**config.mk**
```make
export PLATFORM = sky130hd
export DESIGN_NAME = calc_op_sequencer_flat
export DESIGN_NICKNAME = d
export VERILOG_FILES = /design/src/rtl/calc_pkg.sv /design/src/rtl/calc_op_sequencer_if.sv /design/src/rtl/calc_mul_shift.sv /design/src/rtl/calc_op_sequencer.sv /design/src/flat_wrapper.sv
export SDC_FILE = /design/constraint.sdc
export NUM_CORES = 1
export LEC_CHECK = 0
export CAP_MARGIN = 20
export CORE_MARGIN = 3
export CORE_UTILIZATION = 36
export DETAILED_ROUTE_END_ITERATION = 8
export DONT_BUFFER_PORTS = 1
export MAX_ROUTING_LAYER = met4
export PLACE_DENSITY_LB_ADDON = 0.25
export SLEW_MARGIN = 25
export SYNTH_ARGS = -nofsm -noshare
export SYNTH_HDL_FRONTEND = slang
export SYNTH_HIERARCHICAL = 1
export SYNTH_SLANG_ARGS = --single-unit
```
**constraint.sdc**
```tcl
create_clock -name clk -period 7.9 [get_ports clk]
set_input_delay 0.79 -clock clk [delete_from_list [all_inputs] [get_ports clk]]
set_output_delay 0.79 -clock clk [all_outputs]
set_load 0.005 [all_outputs]
```
**src/rtl/calc_pkg.sv**
```systemverilog
// Shared types and constants for the 8-bit calculator sequencer.
package calc_pkg;

   localparam int CALC_W = 8;

   typedef enum logic [2:0] {
      OP_ADD = 3'd0,
      OP_SUB = 3'd1,
      OP_MUL = 3'd2,
      OP_AND = 3'd3,
      OP_OR  = 3'd4,
      OP_NOT = 3'd5,
      OP_XOR = 3'd6,
      OP_CLR = 3'd7
   } calc_op_e;

   typedef enum logic [1:0] {
      ST_IDLE = 2'd0,
      ST_EXEC = 2'd1,
      ST_MUL  = 2'd2
   } calc_state_e;

   // Command as captured at acceptance; later input changes cannot reach it.
   typedef struct packed {
      calc_op_e          op;
      logic [CALC_W-1:0] a;
      logic [CALC_W-1:0] b;
   } calc_cmd_t;

endpackage

```
**src/rtl/calc_op_sequencer_if.sv**
```systemverilog
// Command/result bus between a requester (master) and the sequencer (slave).
interface calc_op_sequencer_if;
   import calc_pkg::*;

   logic              cmd_valid;
   logic              cmd_ready;
   logic [2:0]        cmd_op;
   logic              cmd_uas;
   logic [CALC_W-1:0] in1;
   logic [CALC_W-1:0] in2;
   logic [CALC_W-1:0] out;
   logic              res_valid;
   logic              carry;
   logic              ovf;
   logic              zero;
   logic              err;

   modport master (
      output cmd_valid, cmd_op, cmd_uas, in1, in2,
      input  cmd_ready, out, res_valid, carry, ovf, zero, err
   );

   modport slave (
      input  cmd_valid, cmd_op, cmd_uas, in1, in2,
      output cmd_ready, out, res_valid, carry, ovf, zero, err
   );

endinterface

```
**src/rtl/calc_mul_shift.sv**
```systemverilog
// Iterative shift-add multiplier: one partial-product step per cycle after start.
module calc_mul_shift
   import calc_pkg::*;
#(
   parameter int W     = CALC_W,
   parameter int STEPS = CALC_W
) (
   input  logic           clk,
   input  logic           rst,
   input  logic           start,
   input  logic [W-1:0]   a,
   input  logic [W-1:0]   b,
   output logic           busy,
   output logic           done,
   output logic [2*W-1:0] product
);

   localparam int CW = $clog2(STEPS);

   logic [2*W-1:0] mcand;
   logic [2*W-1:0] acc;
   logic [2*W-1:0] addend;
   logic [W-1:0]   mplier;
   logic [CW-1:0]  step;

   // product is the accumulator after the current step, so the final value
   // is available in the same cycle that done is high.
   assign addend  = mplier[0] ? mcand : '0;
   assign product = acc + addend;
   assign done    = busy && (step == CW'(STEPS - 1));

   always_ff @(posedge clk or negedge rst) begin
      if (!rst) begin
         mcand  <= '0;
         acc    <= '0;
         mplier <= '0;
         step   <= '0;
         busy   <= 1'b0;
      end else if (busy) begin
         acc    <= product;
         mcand  <= mcand << 1;
         mplier <= mplier >> 1;
         step   <= done ? '0 : step + 1'b1;
         if (done) busy <= 1'b0;
      end else if (start) begin
         mcand  <= {{W{1'b0}}, a};
         acc    <= '0;
         mplier <= b;
         step   <= '0;
         busy   <= 1'b1;
      end
   end

endmodule

```
**src/rtl/calc_op_sequencer.sv**
```systemverilog
// Calculator command sequencer: operand select, single-cycle ALU, saved result and flags.
// Define CALC_MUL_EN to build the iterative MUL path; otherwise opcode 2 is illegal.
module calc_op_sequencer
   import calc_pkg::*;
#(
   parameter int WIDTH     = CALC_W,
   parameter int MUL_STEPS = CALC_W
) (
   input logic                clk,
   input logic                rst,
   calc_op_sequencer_if.slave bus
);

   if (WIDTH != CALC_W || MUL_STEPS != WIDTH) begin : g_bad_cfg
      $error("calc_op_sequencer supports only WIDTH = MUL_STEPS = 8");
   end

   calc_state_e      state;
   calc_cmd_t        cmd_q;
   logic [WIDTH-1:0] out_q;
   logic             ready_q, res_valid_q, carry_q, zero_q, err_q;

   logic             accept;
   calc_op_e         op_in;
   logic [WIDTH-1:0] a_sel, b_sel;
   logic [WIDTH:0]   sum, diff;
   logic [WIDTH-1:0] exec_res;
   logic             exec_carry, exec_zero, exec_err;

   assign accept = bus.cmd_valid && ready_q;
   assign op_in  = calc_op_e'(bus.cmd_op);
   assign a_sel  = bus.cmd_uas ? out_q   : bus.in1;
   assign b_sel  = bus.cmd_uas ? bus.in1 : bus.in2;

   // NOTE: every always_comb output gets a default first so no path leaves it
   // unassigned, which would otherwise infer a latch.
   always_comb begin
      sum        = {1'b0, cmd_q.a} + {1'b0, cmd_q.b};
      diff       = {1'b0, cmd_q.a} - {1'b0, cmd_q.b};
      exec_res   = out_q;
      exec_carry = 1'b0;
      exec_err   = 1'b0;
      case (cmd_q.op)
         OP_ADD: {exec_carry, exec_res} = sum;
         OP_SUB: {exec_carry, exec_res} = diff;
         OP_AND: exec_res = cmd_q.a & cmd_q.b;
         OP_OR:  exec_res = cmd_q.a | cmd_q.b;
         OP_NOT: exec_res = ~cmd_q.a;
         OP_XOR: exec_res = cmd_q.a ^ cmd_q.b;
         OP_CLR: exec_res = '0;
         default: exec_err = 1'b1;
      endcase
      // CLR forces zero low; an illegal op leaves out, and so zero, untouched.
      exec_zero = (exec_res == '0);
      if (cmd_q.op == OP_CLR) exec_zero = 1'b0;
      else if (exec_err)      exec_zero = zero_q;
   end

`ifdef CALC_MUL_EN
   logic               ovf_q;
   logic               mul_start, mul_busy, mul_done;
   logic [2*WIDTH-1:0] mul_product;

   assign mul_start = accept && (op_in == OP_MUL) && !mul_busy;

   calc_mul_shift #(.W(WIDTH), .STEPS(MUL_STEPS)) u_mul (
      .clk     (clk),
      .rst     (rst),
      .start   (mul_start),
      .a       (a_sel),
      .b       (b_sel),
      .busy    (mul_busy),
      .done    (mul_done),
      .product (mul_product)
   );

   assign bus.ovf = ovf_q;
`else
   assign bus.ovf = 1'b0;
`endif

   // NOTE: sequential state uses non-blocking assignments so every register
   // samples pre-edge values regardless of statement order.
   always_ff @(posedge clk or negedge rst) begin
      if (!rst) begin
         state       <= ST_IDLE;
         cmd_q       <= '0;
         out_q       <= '0;
         ready_q     <= 1'b1;
         res_valid_q <= 1'b0;
         carry_q     <= 1'b0;
         zero_q      <= 1'b0;
         err_q       <= 1'b0;
`ifdef CALC_MUL_EN
         ovf_q       <= 1'b0;
`endif
      end else begin
         res_valid_q <= 1'b0;
         unique case (state)
            ST_IDLE: if (accept) begin
               cmd_q   <= '{op: op_in, a: a_sel, b: b_sel};
               ready_q <= 1'b0;
`ifdef CALC_MUL_EN
               state   <= (op_in == OP_MUL) ? ST_MUL : ST_EXEC;
`else
               state   <= ST_EXEC;
`endif
            end
            ST_EXEC: begin
               out_q       <= exec_res;
               carry_q     <= exec_carry;
               zero_q      <= exec_zero;
               err_q       <= exec_err;
`ifdef CALC_MUL_EN
               ovf_q       <= 1'b0;
`endif
               res_valid_q <= 1'b1;
               ready_q     <= 1'b1;
               state       <= ST_IDLE;
            end
`ifdef CALC_MUL_EN
            ST_MUL: if (mul_done) begin
               out_q       <= mul_product[WIDTH-1:0];
               ovf_q       <= |mul_product[2*WIDTH-1:WIDTH];
               zero_q      <= (mul_product[WIDTH-1:0] == '0);
               carry_q     <= 1'b0;
               err_q       <= 1'b0;
               res_valid_q <= 1'b1;
               ready_q     <= 1'b1;
               state       <= ST_IDLE;
            end
`endif
            default: state <= ST_IDLE;
         endcase
      end
   end

   assign bus.cmd_ready = ready_q;
   assign bus.out       = out_q;
   assign bus.res_valid = res_valid_q;
   assign bus.carry     = carry_q;
   assign bus.zero      = zero_q;
   assign bus.err       = err_q;

endmodule

```
**src/flat_wrapper.sv**
```systemverilog
// flat-port wrapper written by rule: the top's interface ports become plain ports
module calc_op_sequencer_flat import calc_pkg::*;
#(
   parameter int WIDTH     = CALC_W,
   parameter int MUL_STEPS = CALC_W
)
  (clk, rst, bus_cmd_valid, bus_cmd_op, bus_cmd_uas, bus_in1, bus_in2, bus_cmd_ready, bus_out, bus_res_valid, bus_carry, bus_ovf, bus_zero, bus_err);
  calc_op_sequencer_if bus_i ();
  input logic clk;
  input logic rst;
  input wire logic [$bits(bus_i.cmd_valid)-1:0] bus_cmd_valid;
  input wire logic [$bits(bus_i.cmd_op)-1:0] bus_cmd_op;
  input wire logic [$bits(bus_i.cmd_uas)-1:0] bus_cmd_uas;
  input wire logic [$bits(bus_i.in1)-1:0] bus_in1;
  input wire logic [$bits(bus_i.in2)-1:0] bus_in2;
  output wire logic [$bits(bus_i.cmd_ready)-1:0] bus_cmd_ready;
  output wire logic [$bits(bus_i.out)-1:0] bus_out;
  output wire logic [$bits(bus_i.res_valid)-1:0] bus_res_valid;
  output wire logic [$bits(bus_i.carry)-1:0] bus_carry;
  output wire logic [$bits(bus_i.ovf)-1:0] bus_ovf;
  output wire logic [$bits(bus_i.zero)-1:0] bus_zero;
  output wire logic [$bits(bus_i.err)-1:0] bus_err;
  assign bus_i.cmd_valid = bus_cmd_valid;
  assign bus_i.cmd_op = bus_cmd_op;
  assign bus_i.cmd_uas = bus_cmd_uas;
  assign bus_i.in1 = bus_in1;
  assign bus_i.in2 = bus_in2;
  assign bus_cmd_ready = bus_i.cmd_ready;
  assign bus_out = bus_i.out;
  assign bus_res_valid = bus_i.res_valid;
  assign bus_carry = bus_i.carry;
  assign bus_ovf = bus_i.ovf;
  assign bus_zero = bus_i.zero;
  assign bus_err = bus_i.err;
  calc_op_sequencer #(.WIDTH(WIDTH), .MUL_STEPS(MUL_STEPS)) u_core (.clk(clk), .rst(rst), .bus(bus_i));
endmodule
```
==> impl_results.md <==
* Status: finished clean
* Fin crit share at between 30% and 40%
* CTS max path bufs at 2
* DRT Pass-1 Iters at 4
* Synth Flop Type: dfrtp_1
* Root Driver: clkbuf_8
* Global placer's final weighted congestion at roughly 0.9
* Sequential area share after synthesis at a little under a third
* Clk sink count at 33
* First-pass GRT wire length at about 11000 µm
* Worst setup endpoint: u_core/bus.zero
* Pre-CTS setup slack at around 5200 ps
* # resized after CTS at 0
* Leakage at 1.22 nW
* Crit path max fanout at 4
* Largest net degree at the start of global routing at 35
* Core box area at around 0.007 mm²
* Critical Path RT at roughly 8100 ps
* Clk Latency, worst-skew pair at 290 ps
* GRT Util Overall at between 10% and 20%
* Initial antenna violation count at 0
* CTS H-tree depth at 2
* Diode count at 0
* CTS tree: done
* WHS at 189 ps
* Initial Util at between 30% and 40%
* Fin. max-slew vios at 0
* Routed Wire Length at between 6000 and 7000 µm
* Top-count cell post-synth: nand2_1
* Fraction of layout instances using a drive strength above 1 at about 7.2%
* Postcts setup bufs at 0
* Die extent in x at 92.4 µm
* Area grow syn2layout at 4.60%
* Final setup violation count at 0
* Top-area cell type share of the netlist area at about 30%
* HPWL Detailed at 5060 µm
* Yosys reg bits at 33
* R2R cell count at 9
* Crit path cell chain: inv_1 -> ha_1 -> fa_1 -> mux2i_1 -> a221o_1 -> o22ai_1 -> nand4b_1 -> or4_1 -> o41ai_2
* Ys Warns at 6
* Worst-path clk slew at around 70 ps
* DR WL/cell at about 16 µm
* Synth cell count leaders: 36 x nand2_1, 34 x o21ai_0, 32 x dfrtp_1, 26 x inv_1, 24 x ha_1
* Start point of the critical path: u_core/cmd_q[8]
* Layout fillers at between 700 and 800
* # nets final at ~350
* Fin crit period at approximately 2700 ps
* WP data arrival at 2910 ps
* CTS buffer count at 5
* Top Ports at 37
* Relative slew slack at between 40 and 50%
* Number of enable flip-flop cells after synthesis at 0
* Yosys top cell by area: dfrtp_1
* CP Capture Type: flip-flop
* Hold buffer count at CTS at 0
* Multi-input logic area at 0.00167 mm²
* Slowest CP cell: or4_1
* Register area at 827 µm²
* Syn avg cell area at between 8 and 9 µm²
* Async SR Flop Fraction at 100%
* Vias per cell at 5.62
* Pwr Density at between 100 and 150 mW/mm²
* Final TNS setup at 0 ps
* GR Overflow Total at 0
* Die Ht at slightly above 90 µm
* Remaining DRCs at 0
* RSZ-0062 raised after global routing: false
* Top cells by area, synth: dfrtp_1 30%, ha_1 11%, mux2i_1 6.7%
* Achievable clock frequency at between 0.3 and 0.4 GHz
* Port Buffers at 0
* Worst min-delay path category: in -> async
* Least-Margin Pin Slew at roughly 820 ps
* Final Hold Viols at 0
* Cell count after synthesis at 315
* Die area at ~0.0085 mm²
* Reg2reg start: u_core/cmd_q[8]
* Crit start category: flip-flop
* Initial drt markers at approximately 190
* Cell Rows at 30
* Mapped cell area at about 0.0027 mm²
* Reg-to-reg endpoint: u_core/bus.zero
* Crit Path Category: reg -> reg
* Antenna Nets Post-Route at 0
* Flop2flop setup slack at just over 5000 ps
* Clk_skew at 6.64 ps
* Vias in the first global route at 2158
* Slowest stage delay, CP at roughly 500 ps
* Setup ws final at between 5000 and 6000 ps
* Syn_nets at 364
* # Max-Cap Violations at 0
* VDD IR-drop max at 0.0000950 V
* Count of cell types in the netlist at slightly above 60
* Via count at about 2300
logic make-up after synthesis:
logic type      after synthesis  synth area share (%)
xor+xnor                      4                  1.30
fa+ha+maj                    26                  12.7
other cells                   1                 0.139
flops                        33                  30.7
mux                          21                  7.95
compound gates               95                  22.8
simple gates                 89                  17.1
buf+inv                      46                  7.26
stage by stage:
| stage | util, % | instances | area [µm²] | power, mW |
|---|---|---|---|---|
| detailed placement | 38.7 | 392 | 2720 | 0.177 |
| CTS | 39.9 | 400 | 2800 | 0.303 |
| global placement | 38.7 | 392 | 2720 | 0.177 |
| global route | 40.1 | 401 | 2810 | 0.311 |
| floorplan | - | 315 | 2690 | 0.179 |
| finish | 40.1 | 401 | 2810 | 0.299 |
final cells by class:
type                            instances  area share [%]
Multi-Input combinational cell        236            59.3
Sequential cell                        33            29.4
Tap cell                               96            4.27
Inverter                               27            3.60
Clock buffer                            5            2.45
Clock inverter                          3           0.622
Timing Repair Buffer                    1           0.400
registers in the layout, summed over array words and instances (netlist names):
register and flops:
u_core/bus.zero 1, u_core/bus.out 8, u_core/bus.res_valid 1, u_core/bus.carry 1, u_core/bus.cmd_ready 1, u_core/cmd_q 19
u_core/state 1, u_core/bus.err 1
worst max-delay path: cells and delay by family (launching register included):
| kind | cells | cell delay, ps |
|---|---|---|
| fa+ha+maj | 2 | 690 |
| flops | 1 | 410 |
| buf+inv | 1 | 90 |
| compound gates | 3 | 740 |
| mux | 1 | 60 |
| simple gates | 2 | 630 |
cell usage in the layout (no fill, tap or decap), types with 4 or more instances in the layout:
cell	n
or3_1	4
a211oi_1	5
nor2_1	13
a21o_1	4
nor3_1	7
inv_1	26
clkbuf_8	5
dfrtp_1	32
nand2_1	36
o21ai_0	34
a21oi_1	19
mux2i_1	18
ha_1	24
o22ai_1	4
worst min-delay path by stage:
stage	to	slack, ps	cells after the start
6_report	u_core/cmd_q[9]	190	0
5_1_grt	u_core/cmd_q[3]	170	0
4_1_cts	u_core/cmd_q[9]	180	0
3_5_place_dp	u_core/cmd_q[9]	500	0
3_3_place_gp	u_core/cmd_q[2]	500	0
2_1_floorplan	u_core/bus.res_valid	350	0
metal layers:
layer	share of wire [%]	GRT usage [%]	wire, µm
met5	0	-	0
met4	1.5	4.70	99
met3	4.4	2.52	294
met2	47	26.4	3120
met1	47	21.8	3100
report_power, final:
part | internal [mW] | switching (mW)
Sequential | 0.169 | 0
Combinational | 0.00357 | 0.00141
Clock | 0.0607 | 0.0640
No activity file was read; power rests on OpenSTA's default activity.
